File: config.mk
export PLATFORM = sky130hd
export DESIGN_NAME = reg_window_decoder
export DESIGN_NICKNAME = d
export VERILOG_FILES = /design/src/rtl/reg_window_decoder.sv
export SDC_FILE = /design/constraint.sdc
export NUM_CORES = 1
export LEC_CHECK = 0
export CAP_MARGIN = 20
export CORE_MARGIN = 4
export CORE_UTILIZATION = 35
export CTS_BUF_LIST = sky130_fd_sc_hd__clkbuf_16
export CTS_CLUSTER_SIZE = 28
export DETAILED_ROUTE_END_ITERATION = 10
export PLACE_DENSITY = 0.72
export SLEW_MARGIN = 40
export SYNTH_ARGS = -nofsm -noshare
export SYNTH_HDL_FRONTEND = slang
export SYNTH_SLANG_ARGS = --single-unit
export TNS_END_PERCENT = 5
File: constraint.sdc
create_clock -name clk -period 6.2 [get_ports clk]
set_input_delay 1.55 -clock clk [delete_from_list [all_inputs] [get_ports clk]]
set_output_delay 1.55 -clock clk [all_outputs]
set_load 0.03 [all_outputs]
File: src/rtl/reg_window_decoder.sv
// ---------------------------------------------------------------------------
// reg_window_decoder
//
// Address decoder and window control for a windowed SPARC register file.
// Holds the current window pointer (CWP) and window invalid mask (WIM),
// executes SAVE/RESTORE with overflow/underflow detection, translates 5-bit
// architectural register numbers into physical array indices and drives a
// registered one-hot write-enable vector into the physical register array.
//
// Physical layout (N = NWINDOWS):
//   0..7                 globals
//   8+16*w .. 15+16*w    outs of window w  (also the ins of window w-1)
//   16+16*w .. 23+16*w   locals of window w
//
// Ports
//   clk        in   1         rising-edge clock
//   reset      in   1         synchronous active-high reset
//   wr_en      in   1         write request this cycle
//   wr_addr    in   5         architectural destination register
//   rd_addr_a  in   5         architectural source A
//   rd_addr_b  in   5         architectural source B
//   rd_phys_a  out  PW        physical index of source A (combinational)
//   rd_phys_b  out  PW        physical index of source B (combinational)
//   we_onehot  out  PHYS      registered one-hot write enable
//   save       in   1         SAVE request
//   restore    in   1         RESTORE request
//   cwp_we     in   1         direct CWP load
//   cwp_din    in   CW        CWP load value
//   wim_we     in   1         WIM load
//   wim_din    in   NWINDOWS  WIM load value
//   cwp        out  CW        current window pointer
//   wim        out  NWINDOWS  current window invalid mask
//   ovf_trap   out  1         one-cycle pulse: SAVE into an invalid window
//   unf_trap   out  1         one-cycle pulse: RESTORE into an invalid window
//   seq_err    out  1         one-cycle pulse: illegal request combination
// ---------------------------------------------------------------------------
module reg_window_decoder #(
   parameter int NWINDOWS = 4,
   // derived, do not override
   parameter int PHYS     = 8 + 16 * NWINDOWS,
   parameter int CW       = $clog2(NWINDOWS),
   parameter int PW       = $clog2(PHYS)
) (
   input  logic                clk,
   input  logic                reset,
   input  logic                wr_en,
   input  logic [4:0]          wr_addr,
   input  logic [4:0]          rd_addr_a,
   input  logic [4:0]          rd_addr_b,
   output logic [PW-1:0]       rd_phys_a,
   output logic [PW-1:0]       rd_phys_b,
   output logic [PHYS-1:0]     we_onehot,
   input  logic                save,
   input  logic                restore,
   input  logic                cwp_we,
   input  logic [CW-1:0]       cwp_din,
   input  logic                wim_we,
   input  logic [NWINDOWS-1:0] wim_din,
   output logic [CW-1:0]       cwp,
   output logic [NWINDOWS-1:0] wim,
   output logic                ovf_trap,
   output logic                unf_trap,
   output logic                seq_err
);

   // Window neighbours with explicit wrap so non-power-of-two window
   // counts stay inside 0..N-1.
   function automatic logic [CW-1:0] win_inc(input logic [CW-1:0] w);
      win_inc = (w == CW'(NWINDOWS - 1)) ? '0 : w + 1'b1;
   endfunction

   function automatic logic [CW-1:0] win_dec(input logic [CW-1:0] w);
      win_dec = (w == '0) ? CW'(NWINDOWS - 1) : w - 1'b1;
   endfunction

   // Outs and locals of window w both sit at r + 16*w; the ins are the outs
   // of the next window, i.e. (r - 16) + 16*((w+1) mod N).
   function automatic logic [PW-1:0] phys_of(input logic [4:0] r,
                                             input logic [CW-1:0] w);
      logic [CW-1:0] wn;
      wn = win_inc(w);
      if (r < 5'd8)
         phys_of = PW'(r);
      else if (r < 5'd24)
         phys_of = PW'(r) + PW'({w, 4'b0000});
      else
         phys_of = PW'(r) - PW'(16) + PW'({wn, 4'b0000});
   endfunction

   logic [CW-1:0]       r_cwp;
   logic [NWINDOWS-1:0] r_wim;
   logic [PHYS-1:0]     r_we_onehot;
   logic                r_ovf_trap;
   logic                r_unf_trap;
   logic                r_seq_err;

   logic [CW-1:0]       w_cwp_dec;
   logic [CW-1:0]       w_cwp_inc;
   logic [PW-1:0]       w_wr_phys;
   logic [PHYS-1:0]     w_wr_onehot;
   logic                w_din_ok;

   assign w_cwp_dec   = win_dec(r_cwp);
   assign w_cwp_inc   = win_inc(r_cwp);
   assign w_wr_phys   = phys_of(wr_addr, r_cwp);
   assign w_wr_onehot = {{(PHYS-1){1'b0}}, 1'b1} << w_wr_phys;
   assign w_din_ok    = (int'(cwp_din) < NWINDOWS);

   assign rd_phys_a = phys_of(rd_addr_a, r_cwp);
   assign rd_phys_b = phys_of(rd_addr_b, r_cwp);

   always_ff @(posedge clk) begin
      if (reset) begin
         r_cwp       <= '0;
         r_wim       <= '0;
         r_we_onehot <= '0;
         r_ovf_trap  <= 1'b0;
         r_unf_trap  <= 1'b0;
         r_seq_err   <= 1'b0;
      end else begin
         // Write enable uses the CWP before any update in this cycle;
         // g0 is never written.
         r_we_onehot <= (wr_en && (wr_addr != 5'd0)) ? w_wr_onehot : '0;

         r_ovf_trap <= 1'b0;
         r_unf_trap <= 1'b0;
         r_seq_err  <= 1'b0;

         // Direct load beats SAVE/RESTORE; simultaneous SAVE and RESTORE
         // is rejected. Trap checks read the WIM before any same-cycle load.
         if (cwp_we) begin
            if (w_din_ok)
               r_cwp <= cwp_din;
            else
               r_seq_err <= 1'b1;
         end else if (save && restore) begin
            r_seq_err <= 1'b1;
         end else if (save) begin
            if (r_wim[w_cwp_dec])
               r_ovf_trap <= 1'b1;
            else
               r_cwp <= w_cwp_dec;
         end else if (restore) begin
            if (r_wim[w_cwp_inc])
               r_unf_trap <= 1'b1;
            else
               r_cwp <= w_cwp_inc;
         end

         if (wim_we)
            r_wim <= wim_din;
      end
   end

   assign cwp       = r_cwp;
   assign wim       = r_wim;
   assign we_onehot = r_we_onehot;
   assign ovf_trap  = r_ovf_trap;
   assign unf_trap  = r_unf_trap;
   assign seq_err   = r_seq_err;

endmodule
==> results of run 1 <==
registers in the layout (all words and copies together) (netlist names):
name and cells:
cwp 2, we_onehot 72, wim 4, unf_trap 1, ovf_trap 1, seq_err 1
logic make-up after synthesis:
group                    synth area share, %
XOR/XNOR                               0.283
adder cells (fa/ha/maj)                 6.39
multiplexers                            6.71
AO/OA/AOI/OAI                           5.98
buffers and inverters                   5.13
flip-flops                              52.4
AND/OR/NAND/NOR                         23.1
worst reg2reg max path, cell delays in order, from the launching register on:
cell	delay, ns
dfxtp_1	0.42
ha_1	0.30
nor2_1	0.33
ha_1	0.24
fa_1	0.41
mux2_2	0.29
a22oi_2	0.27
nand4_1	0.41
nor2_1	0.21
power groups by stage:
stage | registers, uW | clock network (uW) | logic, uW
2_1_floorplan | 557 | 0 | 150
4_1_cts | 536 | 572 | 223
3_3_place_gp | 547 | 0 | 216
6_report | 535 | 558 | 221
3_5_place_dp | 547 | 0 | 222
5_1_grt | 537 | 587 | 244
cell usage in the layout (no fill, tap or decap), drive strengths merged, types with 2 or more instances in the layout:
cell type / count
a21oi: 3
nand3: 4
and2: 2
nand2: 15
nor2: 48
nor4: 2
nor2b: 5
inv: 13
nor3: 36
fa: 3
clkbuf: 9
mux4: 2
mux2: 7
nand2b: 4
mux2i: 8
clkinv: 3
o21ai: 5
clkdlybuf4s50: 110
a22o: 5
dfxtp: 81
a22oi: 3
nand4: 4
o211ai: 2
ha: 11
bufinv: 2
per-layer routing:
layer	track usage (%)	up-vias	share of wire [%]
li1	-	1199	-
met1	18.2	1148	43
met2	24.6	66	49
met3	4.64	11	6.7
met4	5.75	0	1.3
met5	0	-	0
per-stage QoR:
| stage | setup slack [ns] | total power [uW] | instance area, um2 | util, % |
|---|---|---|---|---|
| floorplan | 1.63 | 707 | 3090 | - |
| global placement | 0.770 | 764 | 4220 | 48.6 |
| detailed placement | 0.693 | 769 | 4220 | 48.6 |
| CTS | 0.695 | 1330 | 4530 | 52.2 |
| global route | 0.521 | 1370 | 4540 | 52.3 |
| finish | 0.678 | 1310 | 4540 | 52.3 |
final cells by class:
| class | count | area, um2 | share of cell area, % |
|---|---|---|---|
| tap | 108 | 135 | 2.98 |
| multi-input combinational | 182 | 1320 | 29.0 |
| sequential | 81 | 1620 | 35.8 |
| clock buffer | 9 | 225 | 4.97 |
| timing repair buffer | 110 | 1100 | 24.3 |
| clock inverter | 6 | 91.3 | 2.01 |
| inverter | 12 | 45.0 | 0.993 |
worst paths after layout:
| kind | depth (start not counted) | end | slack, ns | start |
|---|---|---|---|---|
| hold reg to reg | 2 | wim[3] | 0.58 | wim[3] |
| hold / removal | 2 | wim[3] | 0.58 | wim[3] |
| setup reg to reg | 8 | we_onehot[10] | 3.23 | cwp[0] |
| setup / recovery | 8 | rd_phys_a[5] | 0.68 | rd_addr_a[4] |
==> impl_metrics.ini, run 1 <==
[floorplan]
core_um2 = 8680
num_rows = 34
dieArea_um2 = 10400
top_level_ports = 123
chipHeight_um = 102
die_x_um = 102
start_util_pct = 35.7

[global_route]
grt_pass1_wl_mm = 11.9
grt_use_total_pct = 14.9
grt_max_degree = 19
antenna_found_initial = 0
grt.overflow.total = 0
grt_pass1_vias = 2403

[cts]
cts_resized = 0
clockBufferDepth = 2
cts_setup_buffers = 0
cts_root_buffer = clkbuf_16
clkTransAtPathRegs_ns = 0.06
htree_levels = 3
clock_latency_ns = 0.33
ctsHoldBuffers = 0
cts_tree = yes
clock-sinks = 81
cts_made_buffers = 9

[pwr]
p_sw_uw = 344
swShare_pct = 26.1
power_density_nw_per_um2 = 290
pwr-share-seq_pct = 40.7
ir_drop_mv = 0.124
internal_power_uw = 971
p_leak_uw = 0.00169
p_clk_share_pct = 42.5
combPwrFrac_pct = 16.8

[sta]
slew_violations = 0
fin_crit_sh_pct = 89.1
hold_slack_ns = 0.583
hold_viol = 0
min_period_ns = 5.52
timing.fmax_ghz = 0.181
fin_skew_ns = 0.00386
tightestPinTransition_ns = 0.656
rsz0062_at_grt = false
slew-limit-headroom_pct = 55.7
fin_tns_setup_ns = 0
finalSetupViolCount = 0

[critical_path]
worstPathArrival_ns = 3.97
slowest_delay_ns = 0.68
cp_slowest_cell = clkdlybuf4s50_1
path_cells = clkdlybuf4s50_1 -> inv_1 -> ha_1 -> inv_1 -> fa_1 -> a21oi_1 -> a22o_1 -> clkdlybuf4s50_1
crit_path_end_kind = output pin
crit_type = input pin to output pin
critPathRequiredTime_ns = 4.65
path_max_fanout = 8
path_buf_inv = 4
worstSetupStartpointType = input pin
critPathTopFamily = buffers and inverters

[logic_synthesis]
postSynthAreaPerCell_um2 = 10.6
synth_cell_types = 45
mappedNetlistArea_um2 = 3090
synthCells = 292
ys_warn_count = 0
synth-main-ff-cell = dfxtp_1
syn_nets = 334
synth_commonest_cells = dfxtp_1, nor2_1, nor3_1
netlist.area_leader.share_pct = 52.4
ys_ff_latch = 81
yosysMostFrequentCell = dfxtp_1
postSynth.asyncResetShare_pct = 0
synth.area.top_cells = dfxtp_1, nor2_1, nor3_2
synth_top_area_cell = dfxtp_1
synth_edf_count = 0
seq_area_frac_synth_pct = 52.4

[layout]
nNetsFinal = 438
drive_gt1_share_pct = 12.8
fillers = 802
antennaDiodeCount = 0
final_cells = 508
area_growth_pct = 46.6

[routing]
dr_total_vias = 2424
dr.pass1.iters = 4
routedWlPerCell_um = 15.0
drc = 0
ant_nets = 0
totalWireLength_mm = 7.62
via_per_inst = 4.77
first_iter_violations = 80

[placed_design]
routabilityCongestion = 0.786
portBuffers = 110
dp_hpwl_mm = 5.68
dp_cells = 493

[run]
maxCapViolations = 0

[min_path]
hp-class = flip-flop to flip-flop

[run_status]
run_status = finished clean
Note: power is estimated with default switching activity, not from simulation.
==> inputs of run 2 (changes only) <==
- DONT_BUFFER_PORTS: unset -> 1
- PLACE_DENSITY: 0.72 -> 0.54
==> impl_metrics.ini, run 2 (synthesized netlist as in run 1, its figures left out) <==
[run_status]
run_status = finished clean

[cts]
clkTransAtPathRegs_ns = 0.06
cts_resized = 0
cts_setup_buffers = 0
htree_levels = 3
clockBufferDepth = 2
cts_made_buffers = 9
clock-sinks = 81
cts_root_buffer = clkbuf_16
clock_latency_ns = 0.33
cts_tree = yes
ctsHoldBuffers = 0

[sta]
fin_skew_ns = 0.00534
min_period_ns = 4.59
fin_tns_setup_ns = 0
slew-limit-headroom_pct = 55.1
fin_crit_sh_pct = 74.0
rsz0062_at_grt = false
slew_violations = 0
hold_viol = 0
timing.fmax_ghz = 0.218
finalSetupViolCount = 0
tightestPinTransition_ns = 0.665

[critical_path]
slowest_delay_ns = 0.72
cp_slowest_cell = dfxtp_1
path_max_fanout = 11
worstSetupStartpointType = flip-flop
worstRegToRegCells = 7
reg2reg_from = cwp[0]
crit_start = cwp[0]
critPathRequiredTime_ns = 4.65
path_cells = inv_1 -> ha_1 -> inv_1 -> fa_1 -> inv_1 -> mux2i_1 -> o21ai_1
crit_type = flip-flop to output pin
crit_top_cell = inv_1
cp-endpoint = rd_phys_b[5]
crit_path_end_kind = output pin
worstPathArrival_ns = 3.04
rr_endpoint = we_onehot[11]
r2r_slack_ns = 3.00

[floorplan]
start_util_pct = 35.7
top_level_ports = 123
chipHeight_um = 102
core_um2 = 8680
dieArea_um2 = 10400
die_x_um = 102
num_rows = 34

[global_route]
grt_pass1_vias = 1935
grt_use_total_pct = 13.8
antenna_found_initial = 0
grt.overflow.total = 0
grt_max_degree = 19
grt_pass1_wl_mm = 10.8

[pwr]
total_power_uw = 1280
p_leak_uw = 0.00131
power_density_nw_per_um2 = 372
ir_drop_mv = 0.129

[placed_design]
placed_area_um2 = 3120
routabilityCongestion = 0.778
portBuffers = 0
dp_hpwl_mm = 4.99

[layout]
area_growth_pct = 11.3
antennaDiodeCount = 0
layout_common_cells = dfxtp_1, nor2_1, nor3_1
nNetsFinal = 328
fillers = 881
layout_commonest_cell = dfxtp_1
final_cell_area_um2 = 3440
drive_gt1_share_pct = 17.9
largest_reg_flops = 72

[min_path]
hp-class = flip-flop to flip-flop

[routing]
routedWlPerCell_um = 17.6
dr.pass1.iters = 6
first_iter_violations = 98
drc = 0
dr_total_vias = 2005
totalWireLength_mm = 7.03
via_per_inst = 5.03
ant_nets = 0

[run]
maxCapViolations = 0
[run 2: cell count changes in the layout (fill, tap and decap cells not counted)]
cell             before  now
clkdlybuf4s50_1     110    0
o21ai_1               0    3
o21ai_0               5    2
clkinvlp_4            0    1
inv_8                 0    1
inv_6                 1    2
clkinv_4              2    0
[run 2: worst min path at each step]
| stage | slack, ns | from | cells past startpoint | end |
|---|---|---|---|---|
| after floorplan | 0.65 | cwp[1] | 2 | cwp[1] |
| after global placement | 0.71 | wim[3] | 2 | wim[3] |
| after detailed placement | 0.71 | wim[2] | 2 | wim[2] |
| after CTS | 0.72 | wim[3] | 2 | wim[3] |
| after global routing | 0.76 | wim[3] | 2 | wim[3] |
| final | 0.71 | wim[2] | 2 | wim[2] |
[run 2: critical path: cells and delay by family, from the launching register on]
family / cells / cell delay, ns
compound gates: 1 / 0.49
buf+inv: 3 / 0.43
mux: 1 / 0.06
fa+ha+maj: 2 / 0.99
flops: 1 / 0.72
[run 2: per-stage QoR]
stage / hold WS (ns) / util (%) / std cells / worst slack (ns)
floorplan: 0.645 / - / 292 / 1.63
global placement: 0.705 / 35.9 / 383 / 1.56
detailed placement: 0.711 / 35.9 / 383 / 1.74
CTS: 0.721 / 39.7 / 399 / 1.54
global route: 0.759 / 39.7 / 399 / 1.38
finish: 0.713 / 39.7 / 399 / 1.61
[run 2: report_power, final]
part,internal [uW],switching [uW]
Clock,357,214
Combinational,59.6,102
Sequential,527,22.0
[run 2: layout make-up]
type | instances | area [um2] | area share (%)
sequential | 81 | 1620 | 47.1
multi-input combinational | 182 | 1320 | 38.2
clock buffer | 9 | 225 | 6.54
tap | 108 | 135 | 3.92
clock inverter | 7 | 101 | 2.94
inverter | 12 | 45.0 | 1.31
[run 2: layer usage]
metal | global-route usage (%) | part of all wire (%)
met1 | 17.7 | 45
met2 | 20.4 | 45
met3 | 5.80 | 8.4
met4 | 5.75 | 1.6
met5 | 0 | 0
==> RTL edit (flow settings as in run 2) <==
The parameter `NWINDOWS` goes from 4 to 2.
--- a/src/rtl/reg_window_decoder.sv
+++ b/src/rtl/reg_window_decoder.sv
@@ -37,3 +37,3 @@
 module reg_window_decoder #(
-   parameter int NWINDOWS = 4,
+   parameter int NWINDOWS = 2,
    // derived, do not override
Interface: changed (7 resized); port bits go from 123 to 83. The function was not compared with the original's and may differ.
==> RTL edit against run 2 <==
  * Combinational power decreased by 75%
  * Sequential cell count shrank 35
  * Worst setup slack better by 0.71 ns
  * Design area down 46%
  * Sequential share of layout area up 2.4 points
  * Total power fell by 50%
  * Wire length down 47%
  * Area after synthesis fell by 44%
  * Critical path depth fell by 4
  * Highest routed layer unchanged
==> RTL edit: results (changes against run 2) <==
| Metric | Value |
|---|---|
| Latest clock arrival within the worst-skew pair | `0.28 ns (-0.05 ns)` |
| Share of post-route cells with drive strength above 1 | `9.434% (-8.4 points)` |
| Setup WS pre-CTS | `2.316 ns (+0.5785 ns)` |
| Number of global-route vias before repair | `1,196 (-38%)` |
| H-tree depth | `2 (-1)` |
| Synth area leaders | `dfxtp_1 53%, nor3_1 6.4%, ha_1 4.4%` |
| WL per Instance | `16.41 um (-6.9%)` |
| Highest net fanout along the worst path | `3 (-8)` |
| Synth unique cells | `33 (-27%)` |
| Post-Place Cells | `218 (-43%)` |
| Final instance area | `1861 sq um (-46%)` |
| Routed Wire Length | `3708 um (-47%)` |
| Slowest cell on crit path | `nor2_1` |
| Post-synthesis sequential area ratio | `53.37% (+0.97 points)` |
| VDD IR max | `0.0001193 V (-7.6%)` |
| Placed Area | `1685 sq um (-46%)` |
| Top cells by count, synth | `46 x dfxtp_1, 22 x nor3_1, 19 x nor2_1, 8 x buf_4, 7 x mux2i_1` |
| Leak Pwr | `0.0006757 uW (-48%)` |
| Status | `finished, final reports clean` |
| Drt initial violations | `47 (-52%)` |
| Slew @ Worst Pin | `0.6401 ns (-0.02505 ns)` |
| Largest net degree at the start of global routing | `16 (-3)` |
| Clk_skew | `0.004521 ns (-0.0008223 ns)` |
| Routed vias | `1,121 (-44%)` |
| Final net count | `189 (-42%)` |
-- RTL edit: path summary, 6_finish.rpt --
| check | startpoint | to | slack [ns] | cells past startpoint |
|---|---|---|---|---|
| max reg2reg | cwp$_SDFFE_PP0P_ | we_onehot[22]$_SDFF_PP0_ | 4.10 | 4 |
| min reg2reg | wim[1]$_SDFFE_PP0P_ | wim[1]$_SDFFE_PP0P_ | 0.69 | 2 |
| max | rd_addr_a[4] | rd_phys_a[4] | 2.32 | 3 |
| min | wim[1]$_SDFFE_PP0P_ | wim[1]$_SDFFE_PP0P_ | 0.69 | 2 |
-- RTL edit: cells by family after synthesis --
logic type	after synthesis	share of synthesized area, %
buffers and inverters	19	7.831
flip-flops	46	53.37
multiplexers	7	4.061
XOR/XNOR	1	0.5077
adder cells (fa/ha/maj)	6	4.351
AO/OA/AOI/OAI	9	3.191
AND/OR/NAND/NOR	79	26.69
-- RTL edit: worst reg2reg max path: cells and delay by family (launching register included) --
kind | cells | cell delay [ns]
fa+ha+maj | 1 | 0.45
flops | 1 | 0.73
simple gates | 3 | 0.84
-- RTL edit: layout make-up --
class / instances / area share (%)
inverters: 3 / 0.6052
flip-flops and latches: 46 / 49.50
clock buffers: 5 / 6.725
clock inverters: 3 / 2.354
well taps: 67 / 4.506
multi-input cells: 102 / 36.31
-- RTL edit: report_power, final --
group | total, uW | switching [uW] | internal [uW]
Clock | 295 | 104 | 190
Sequential | 308 | 9.51 | 299
Combinational | 39.9 | 25.9 | 13.9
Total | 643 | 140 | 503
-- RTL edit: routing by layer --
metal | global-route usage (%) | part of all wire, % | up-vias
li1 | - | - | 557
met1 | 13.36 | 39 | 500
met2 | 21.23 | 47 | 54
met3 | 8.142 | 12 | 10
met4 | 5.420 | 1.9 | 0
met5 | 0 | 0 | -
